## src/rtl/beam_threshold_loader_if.sv

```systemverilog
// Bus between the register-side threshold writer and the beam threshold loader.
// The slave side belongs to the loader, the master side to whoever drives it.
interface beam_threshold_loader_if #(
    parameter int ADDRW = 6
);
    logic             thr_we_i;
    logic             thr_set_i;
    logic [ADDRW-1:0] thr_addr_i;
    logic [17:0]      thr_dat_i;
    logic             load_req_i;
    logic [1:0]       load_mask_i;
    logic [35:0]      thresh_o;
    logic [1:0]       thresh_wr_o;
    logic [1:0]       thresh_update_o;
    logic             busy_o;
    logic             done_o;
    logic             wr_err_o;
    logic [1:0]       fsm_state_o;

    modport slave (
        input  thr_we_i, thr_set_i, thr_addr_i, thr_dat_i, load_req_i, load_mask_i,
        output thresh_o, thresh_wr_o, thresh_update_o, busy_o, done_o, wr_err_o, fsm_state_o
    );

    modport master (
        output thr_we_i, thr_set_i, thr_addr_i, thr_dat_i, load_req_i, load_mask_i,
        input  thresh_o, thresh_wr_o, thresh_update_o, busy_o, done_o, wr_err_o, fsm_state_o
    );
endinterface

```

## src/rtl/beam_threshold_loader.sv

```systemverilog
// Streams a two-bank threshold buffer into the beam-module cascade (farthest
// stage first), waits for it to settle, then fires one common update strobe.
module beam_threshold_loader #(
    parameter int NSTAGE     = 48,
    parameter int SETTLE_CYC = 4,
    parameter int ADDRW      = $clog2(NSTAGE)
) (
    input  logic                    clk_i,
    input  logic                    rst_ni,
    beam_threshold_loader_if.slave  bus
);
    localparam int IW = (NSTAGE > 1) ? $clog2(NSTAGE) : 1;
    localparam int CW = $clog2(SETTLE_CYC + 1);
    localparam logic [ADDRW:0] NSTAGE_LIM = (ADDRW + 1)'(NSTAGE);

    typedef enum logic [1:0] {
        IDLE   = 2'd0,
        STREAM = 2'd1,
        SETTLE = 2'd2,
        UPDATE = 2'd3
    } state_t;

    state_t         state, stateNext;
    logic [1:0]     loadMask;
    logic [IW-1:0]  rdPtr;
    logic [CW-1:0]  settleCnt;
    logic [35:0]    threshQ;
    logic [1:0]     threshWrQ;
    logic           wrErrQ;
    logic           busy, done;
    logic [1:0]     update;
    logic           addrOk, wrOk, loadAccept;
    logic [IW-1:0]  wrIdx;

    // Distributed RAM, intentionally not reset so a reset keeps the programmed thresholds.
    logic [17:0] bankA [NSTAGE];
    logic [17:0] bankB [NSTAGE];

    assign addrOk     = {1'b0, bus.thr_addr_i} < NSTAGE_LIM;
    assign wrOk       = bus.thr_we_i && !busy && addrOk;
    assign wrIdx      = bus.thr_addr_i[IW-1:0];
    assign loadAccept = (state == IDLE) && bus.load_req_i && (bus.load_mask_i != 2'b00);

    always_comb begin
        stateNext = state;
        busy      = 1'b1;
        done      = 1'b0;
        update    = 2'b00;
        unique case (state)
            IDLE: begin
                busy = 1'b0;
                if (loadAccept) stateNext = STREAM;
            end
            STREAM: if (rdPtr == '0) stateNext = SETTLE;
            SETTLE: if (settleCnt == CW'(SETTLE_CYC)) stateNext = UPDATE;
            UPDATE: begin
                done      = 1'b1;
                update    = loadMask;
                stateNext = IDLE;
            end
            default: stateNext = IDLE;
        endcase
    end

    always_ff @(posedge clk_i or negedge rst_ni) begin
        if (!rst_ni) begin
            state     <= IDLE;
            loadMask  <= 2'b00;
            rdPtr     <= '0;
            settleCnt <= '0;
            threshQ   <= '0;
            threshWrQ <= 2'b00;
            wrErrQ    <= 1'b0;
        end else begin
            state  <= stateNext;
            wrErrQ <= bus.thr_we_i && (busy || !addrOk);
            if (loadAccept) begin
                loadMask <= bus.load_mask_i;
                rdPtr    <= IW'(NSTAGE - 1);
            end else if (state == STREAM && rdPtr != '0) begin
                rdPtr <= rdPtr - 1'b1;
            end
            settleCnt <= (state == SETTLE) ? settleCnt + 1'b1 : '0;
            // Data is one cycle behind the address; it holds between strobes.
            if (state == STREAM) begin
                threshQ   <= {bankB[rdPtr], bankA[rdPtr]};
                threshWrQ <= loadMask;
            end else begin
                threshWrQ <= 2'b00;
            end
        end
    end

    always_ff @(posedge clk_i) begin
        if (wrOk) begin
            if (bus.thr_set_i) bankB[wrIdx] <= bus.thr_dat_i;
            else               bankA[wrIdx] <= bus.thr_dat_i;
        end
    end

    assign bus.thresh_o        = threshQ;
    assign bus.thresh_wr_o     = threshWrQ;
    assign bus.thresh_update_o = update;
    assign bus.busy_o          = busy;
    assign bus.done_o          = done;
    assign bus.wr_err_o        = wrErrQ;
    assign bus.fsm_state_o     = state;
endmodule

```

## src/flat_wrapper.sv

```systemverilog
// flat-port wrapper written by rule: the top's interface ports become plain ports
module beam_threshold_loader_flat 
#(
    parameter int NSTAGE     = 48,
    parameter int SETTLE_CYC = 4,
    parameter int ADDRW      = $clog2(NSTAGE)
)
  (clk_i, rst_ni, bus_thr_we_i, bus_thr_set_i, bus_thr_addr_i, bus_thr_dat_i, bus_load_req_i, bus_load_mask_i, bus_thresh_o, bus_thresh_wr_o, bus_thresh_update_o, bus_busy_o, bus_done_o, bus_wr_err_o, bus_fsm_state_o);
  beam_threshold_loader_if #(.ADDRW(ADDRW)) bus_i ();
  input  logic clk_i;
  input  logic rst_ni;
  input wire logic [$bits(bus_i.thr_we_i)-1:0] bus_thr_we_i;
  input wire logic [$bits(bus_i.thr_set_i)-1:0] bus_thr_set_i;
  input wire logic [$bits(bus_i.thr_addr_i)-1:0] bus_thr_addr_i;
  input wire logic [$bits(bus_i.thr_dat_i)-1:0] bus_thr_dat_i;
  input wire logic [$bits(bus_i.load_req_i)-1:0] bus_load_req_i;
  input wire logic [$bits(bus_i.load_mask_i)-1:0] bus_load_mask_i;
  output wire logic [$bits(bus_i.thresh_o)-1:0] bus_thresh_o;
  output wire logic [$bits(bus_i.thresh_wr_o)-1:0] bus_thresh_wr_o;
  output wire logic [$bits(bus_i.thresh_update_o)-1:0] bus_thresh_update_o;
  output wire logic [$bits(bus_i.busy_o)-1:0] bus_busy_o;
  output wire logic [$bits(bus_i.done_o)-1:0] bus_done_o;
  output wire logic [$bits(bus_i.wr_err_o)-1:0] bus_wr_err_o;
  output wire logic [$bits(bus_i.fsm_state_o)-1:0] bus_fsm_state_o;
  assign bus_i.thr_we_i = bus_thr_we_i;
  assign bus_i.thr_set_i = bus_thr_set_i;
  assign bus_i.thr_addr_i = bus_thr_addr_i;
  assign bus_i.thr_dat_i = bus_thr_dat_i;
  assign bus_i.load_req_i = bus_load_req_i;
  assign bus_i.load_mask_i = bus_load_mask_i;
  assign bus_thresh_o = bus_i.thresh_o;
  assign bus_thresh_wr_o = bus_i.thresh_wr_o;
  assign bus_thresh_update_o = bus_i.thresh_update_o;
  assign bus_busy_o = bus_i.busy_o;
  assign bus_done_o = bus_i.done_o;
  assign bus_wr_err_o = bus_i.wr_err_o;
  assign bus_fsm_state_o = bus_i.fsm_state_o;
  beam_threshold_loader #(.NSTAGE(NSTAGE), .SETTLE_CYC(SETTLE_CYC), .ADDRW(ADDRW)) u_core (.clk_i(clk_i), .rst_ni(rst_ni), .bus(bus_i));
endmodule
```

## config.mk

```make
export PLATFORM = sky130hd
export DESIGN_NAME = beam_threshold_loader_flat
export DESIGN_NICKNAME = d
export VERILOG_FILES = /design/src/rtl/beam_threshold_loader_if.sv /design/src/rtl/beam_threshold_loader.sv /design/src/flat_wrapper.sv
export SDC_FILE = /design/constraint.sdc
export NUM_CORES = 2
export LEC_CHECK = 0
export ABC_CLOCK_PERIOD_IN_PS = 5610
export CAP_MARGIN = 20
export CORE_MARGIN = 1.5
export CORE_UTILIZATION = 55
export DETAILED_ROUTE_END_ITERATION = 6
export GPL_TIMING_DRIVEN = 0
export PLACE_DENSITY = 0.74
export SYNTH_ARGS = -nofsm -noshare
export SYNTH_HDL_FRONTEND = slang
export SYNTH_SLANG_ARGS = --single-unit
```

## constraint.sdc

```tcl
create_clock -name clk_i -period 5.61 [get_ports clk_i]
set_input_delay 1.122 -clock clk_i [delete_from_list [all_inputs] [get_ports clk_i]]
set_output_delay 1.122 -clock clk_i [all_outputs]
set_load 0.005 [all_outputs]
```

; Word level (Yosys, flattened, before mapping)
; Memories as Yosys holds them, arrays and structs flattened. A register that Yosys moved wholly into a read port is not among the register bits.
; Index checks and enable logic that the tools add are counted.
[totals]
ff_bits = 16
mem_bits_rw = 1728
in_bits = 31
wordCells = 51
n_memories = 2
[op_classes]
add_sub_neg = 2
magnitude_cmp = 1
n_eq_ne = 7
mux = 17
n_reduce_logical = 16
[mem_list]
columns = memory, depth, word_bits, read_ports, rd_clocked_by_memory_dff, wr, line
row1 = u_core.bankA, 48, 18, 1, 1, 1, beam_threshold_loader.sv:36  ; logic [17:0] bankA [NSTAGE];
row2 = u_core.bankB, 48, 18, 1, 1, 1, beam_threshold_loader.sv:37  ; logic [17:0] bankB [NSTAGE];
[op_table]
columns = cell, n
row1 = $mux 6, 2
row2 = $mux 2, 5
row3 = $mux 1, 8
row4 = $pmux 2 s4, 1
row5 = $logic_and 1x1->1, 6
row6 = $logic_not 6->1, 1
row7 = $lt 6x6->1 const B, 1
row8 = $ne 2x1->1 const B, 3
row9 = $reduce_bool 6->1, 1
row10 = $sub 6x1->6 const B, 1
row11 = $eq 2x2->1 const B, 2
row12 = $reduce_bool 2->1, 2
row13 = $add 3x1->3 const B, 1
row14 = $eq 3x3->1 const B, 1
row15 = $logic_not 1->1, 3
row16 = $mux 3, 1
row17 = $reduce_and 3->1, 1
row18 = $eq 2x1->1 const B, 1
row19 = $logic_not 2->1, 1
row20 = $logic_or 1x1->1, 1

; Depth between registers and ports, before layout
[depth]
word_depth = 5
mapped_depth = 12
depth_no_buf = 7

; Worst setup path after synthesis
; OpenSTA, ideal clock, no wires.
[synth_path]
path_kind = input-to-reg
startpoint = in bus_thr_addr_i[4]
endpoint = mem u_core.bankB[3][0] (enable)
t_arrival_ns = 3.024
slack_ns = 2.194
cell_stages = 7
path_cell_list = clkbuf_1 a21boi_0 and3_1 clkbuf_1 nor2b_1 nand2_1 nor2_1
[synth_between]
elab_chain_cells = 4
[synth_rtl]
columns = item, line
row1 = start: declaration, flat_wrapper.sv:14  ; input wire logic [$bits(bus_i.thr_addr_i)-1:0] bus_thr_addr_i;
row2 = $lt 6x6->1, beam_threshold_loader.sv:39  ; assign addrOk = {1'b0, bus.thr_addr_i} < NSTAGE_LIM;
row3 = $logic_and 1x1->1, beam_threshold_loader.sv:40  ; assign wrOk = bus.thr_we_i && !busy && addrOk;
row4 = $mux 1, beam_threshold_loader.sv:95  ; if (wrOk) begin
row5 = $mux 1 (not written as such), beam_threshold_loader.sv:96  ; if (bus.thr_set_i) bankB[wrIdx] <= bus.thr_dat_i;
row6 = end: declaration, beam_threshold_loader.sv:37
; Several ways; a longest one is shown, not always the timed one.

; Final worst setup path
[layout_path]
startpoint = in bus_thr_addr_i[5]
endpoint = mem u_core.bankA[18][12] (enable)
[layout_between]
elab_chain_cells = 4
[layout_rtl]
columns = item, line
row1 = $lt 6x6->1, beam_threshold_loader.sv:39
row2 = $logic_and 1x1->1, beam_threshold_loader.sv:40
row3 = $mux 1, beam_threshold_loader.sv:95
row4 = $mux 1 (not written as such), beam_threshold_loader.sv:97  ; else bankA[wrIdx] <= bus.thr_dat_i;
row5 = end: declaration, beam_threshold_loader.sv:36
; Several ways; a longest one is shown, not always the timed one.

==> results.py <==
metrics = {
    "clocking": {
        "cts_buffer_depth": 3,
        "post_cts_resized": 0,
        "clock_sinks": 1780,
        "clk_latency_ns": 0.82,
        "numCtsBuffers": 170,
        "holdBufCountCts": 0,
        "cts_max_level": 4,
        "path_clk_slew_ns": 0.06,
        "cts_setup_buffers": 0,
        "cts_tree": "done",
        "cts_root_buf": "clkbuf_16",
    },
    "sta": {
        "fmax_mhz": 224.6,
        "timing.final.crit_share_pct": 79.38,
        "finalSetupViolations": 0,
        "skew_ns": 0.02778,
        "hold_slack_ns": 0.4077,
        "final_max_slew_viol_count": 0,
        "rsz0062_at_grt": "no",
        "worst_pin_slew_ns": 1.273,
        "finalHoldViolCount": 0,
        "fin_crit_ns": 4.453,
        "slew_headroom_pct": 14.76,
        "finalSetupTns_ns": 0,
    },
    "logic_synthesis": {
        "yosysMostFrequentCell": "edfxtp_1",
        "yosysUniqueCellTypes": 62,
        "synth_common_cells": "1728 x edfxtp_1, 348 x mux4_2, 181 x mux2i_1, 123 x a22oi_1, 118 x nor2_1",
        "yosysTopAreaCell": "edfxtp_1",
        "netlist_area_um2": 68390,
        "ys_async_sr_fraction_pct": 2.921,
        "yosysWarnings": 0,
        "synth_fp_nets": 3180,
        "ys.flop_type": "edfxtp_1",
        "yosysSeqAreaShare_pct": 77.78,
        "avgSynthCellArea_um2": 21.78,
        "synth_cells": 3140,
        "synth_top_area_share_pct": 75.88,
        "synth_seq_cells": 1780,
        "synth_edf_count": 1728,
        "synthTopCellsByArea": "edfxtp_1 76%, mux4_2 11%, mux2i_1 2.6%",
    },
    "floorplan": {
        "ioPinCount": 76,
        "rows": 129,
        "die_x_um": 355.6,
        "dieHeight_um": 355.6,
        "core_um2": 123500,
        "start_util_pct": 55.39,
        "dieArea_um2": 126500,
    },
    "detailed_routing": {
        "drc": 124,
        "first_iter_violations": 6583,
        "vias_per_cell": 6.926,
        "drt-total-wl_mm": 202.0,
        "first_pass_iters": 7,
        "wire_per_inst_um": 38.16,
        "route.vias.total": 36680,
        "ant_nets": 0,
    },
    "setup_path": {
        "worstSetupStartpointType": "input port",
        "critPathArrivalTime_ns": 4.96,
        "crit_type": "in -> reg",
        "reg2reg_to": "u_core.bus.thresh_o[31]",
        "rrSetupSlack_ns": 1.38,
        "critical_path_required_ns": 6.12,
        "worstSetupEndpointType": "flop",
        "r2r-start": "u_core.bus.fsm_state_o[1]",
        "cp_max_fo": 11,
        "worstRegToRegCells": 9,
    },
    "power": {
        "ir_drop_mv": 0.3205,
        "pwr-share-seq_pct": 40.8,
        "p_sw_share_pct": 30.97,
        "p_per_area_nw_per_um2": 462.2,
        "power.leakage_uw": 0.02576,
        "pwr-share-clk_pct": 30.9,
        "p_total_uw": 36730,
        "intPower_uw": 25350,
        "power_frac_comb_pct": 28.2,
        "p_sw_uw": 11370,
    },
    "layout": {
        "drive_gt1_share_pct": 26.18,
        "fin_nets": 3549,
        "nFillCells": 7800,
        "syn2layout_area_growth_pct": 16.20,
    },
    "run_status": {
        "violations": "DRC",
        "outcome": "finished, violations left",
    },
    "flow_run": {
        "max-cap-violations": 0,
    },
    "placement": {
        "dpl.hpwl_mm": 133.4,
        "port_buffers": 74,
        "globalplace.congestion": 1.010,
    },
    "grt": {
        "antenna_found_initial": 9,
        "grt_pass1_wl_mm": 277.1,
        "globalRouteTotalUtil_pct": 32.24,
        "grt_max_degree": 97,
        "grt_pass1_vias": 35500,
        "gr-total-overflow": 0,
    },
    "min_path": {
        "hold_path.class": "in -> async",
    },
}
-- routing by layer --
layer	share of wire [%]	vias up	track usage (%)
li1	-	14000	-
met1	35	19030	43.55
met2	45	3071	47.19
met3	14	561	10.75
met4	5.8	14	16.49
met5	0.070	-	0.6038
-- state kept, by name, indices dropped and copies added (netlist names) --
signal and flops:
u_core.bankA 864, u_core.bankB 864, u_core.bus.fsm_state_o 2, u_core.bus.thresh_o 36
u_core.bus.thresh_wr_o 2, u_core.bus.wr_err_o 1, u_core.loadMask 2, u_core.rdPtr 6
u_core.settleCnt 3
-- area by class of cell --
class | instances | area [um^2] | area share, %
inverters | 9 | 33.78 | 0.04251
clock buffers | 203 | 4461 | 5.613
flip-flops and latches | 1780 | 53190 | 66.94
clock inverters | 116 | 1020 | 1.283
well taps | 1637 | 2048 | 2.578
diodes | 2 | 5.005 | 0.006298
multi-input cells | 1175 | 14250 | 17.93
plain buffers | 176 | 1187 | 1.494
repair buffers | 197 | 3266 | 4.110
-- placed cells by master (no fill, tap or decap), types with 8 or more instances in the layout --
cell and n:
edfxtp_1 1728, mux4_2 348, mux2i_1 181, clkbuf_16 172, a22oi_1 123, clkbuf_1 101
nor2_2 90, buf_8 69, buf_16 59, a21oi_1 57, nand3_1 56, clkdlybuf4s50_1 55
dfrtp_1 52, nand2_1 48, clkinv_2 42, clkinv_1 42, buf_4 35, buf_2 35
o21ai_0 24, nor2_1 22, o22ai_1 22, buf_6 20, o211ai_1 20, mux4_1 16
o221a_2 14, bufinv_16 14, buf_12 12, buf_1 11, and2_1 10, nor2b_1 10
a221o_1 10, ha_1 9, inv_1 8, nand2b_1 8, a211oi_1 8, a211o_1 8
-- metrics by stage --
step	instance area [um^2]	utilization, %	setup slack (ns)	std cells
after floorplan	68390	-	2.194	3140
after global placement	71180	57.64	0.08371	4851
after detailed placement	73880	59.83	0.6885	4966
after CTS	79360	64.27	1.497	5285
after global routing	79460	64.35	1.151	5293
final	79460	64.36	1.157	5295
-- cells by family (layout without fill, tap and decap cells) --
| kind of cell | after synthesis | in the layout | share of synthesized area [%] |
|---|---|---|---|
| and+or+nand+nor | 277 | 277 | 1.855 |
| muxes | 550 | 550 | 14.81 |
| AOI/OAI and AO/OA | 334 | 334 | 3.546 |
| xor gates and xnor gates | 5 | 5 | 0.06403 |
| DFF | 1780 | 1780 | 77.78 |
| buffers and inverters | 185 | 701 | 1.784 |
| other | 0 | 2 | 0 |
| adders and majority gates | 9 | 9 | 0.1647 |
-- how the worst max path moves through the flow --
stage | from | endpoint | slack [ns] | cells after the start
final | bus_thr_addr_i[5] | u_core.bankA[18][12] | 1.16 | 7
after floorplan | bus_thr_addr_i[4] | u_core.bankB[3][0] | 2.19 | 7
after detailed placement | bus_thr_addr_i[5] | u_core.bankA[18][11] | 0.69 | 7
after global placement | bus_thr_addr_i[5] | u_core.bankA[17][1] | 0.08 | 6
after global routing | bus_thr_addr_i[5] | u_core.bankA[18][10] | 1.15 | 7
after CTS | bus_thr_addr_i[5] | u_core.bankA[18][11] | 1.50 | 7
-- worst max-delay path: stages --
cell and delay [ns]:
clkdlybuf4s50_1 0.66, a21boi_0 0.39, nand2_1 0.12, nor2_1 0.54
nand3_1 0.84, nor2_2 1.02, buf_8 0.26
-- power groups by stage --
stage | logic (uW) | clock network (uW) | registers, uW
finish | 10400 | 11400 | 15000
floorplan | 6040 | 0 | 15200
detailed placement | 10000 | 0 | 15200
CTS | 10100 | 11400 | 15000
global placement | 9750 | 0 | 15300
global route | 10600 | 11900 | 15000
No activity file was read; power rests on OpenSTA's default activity.
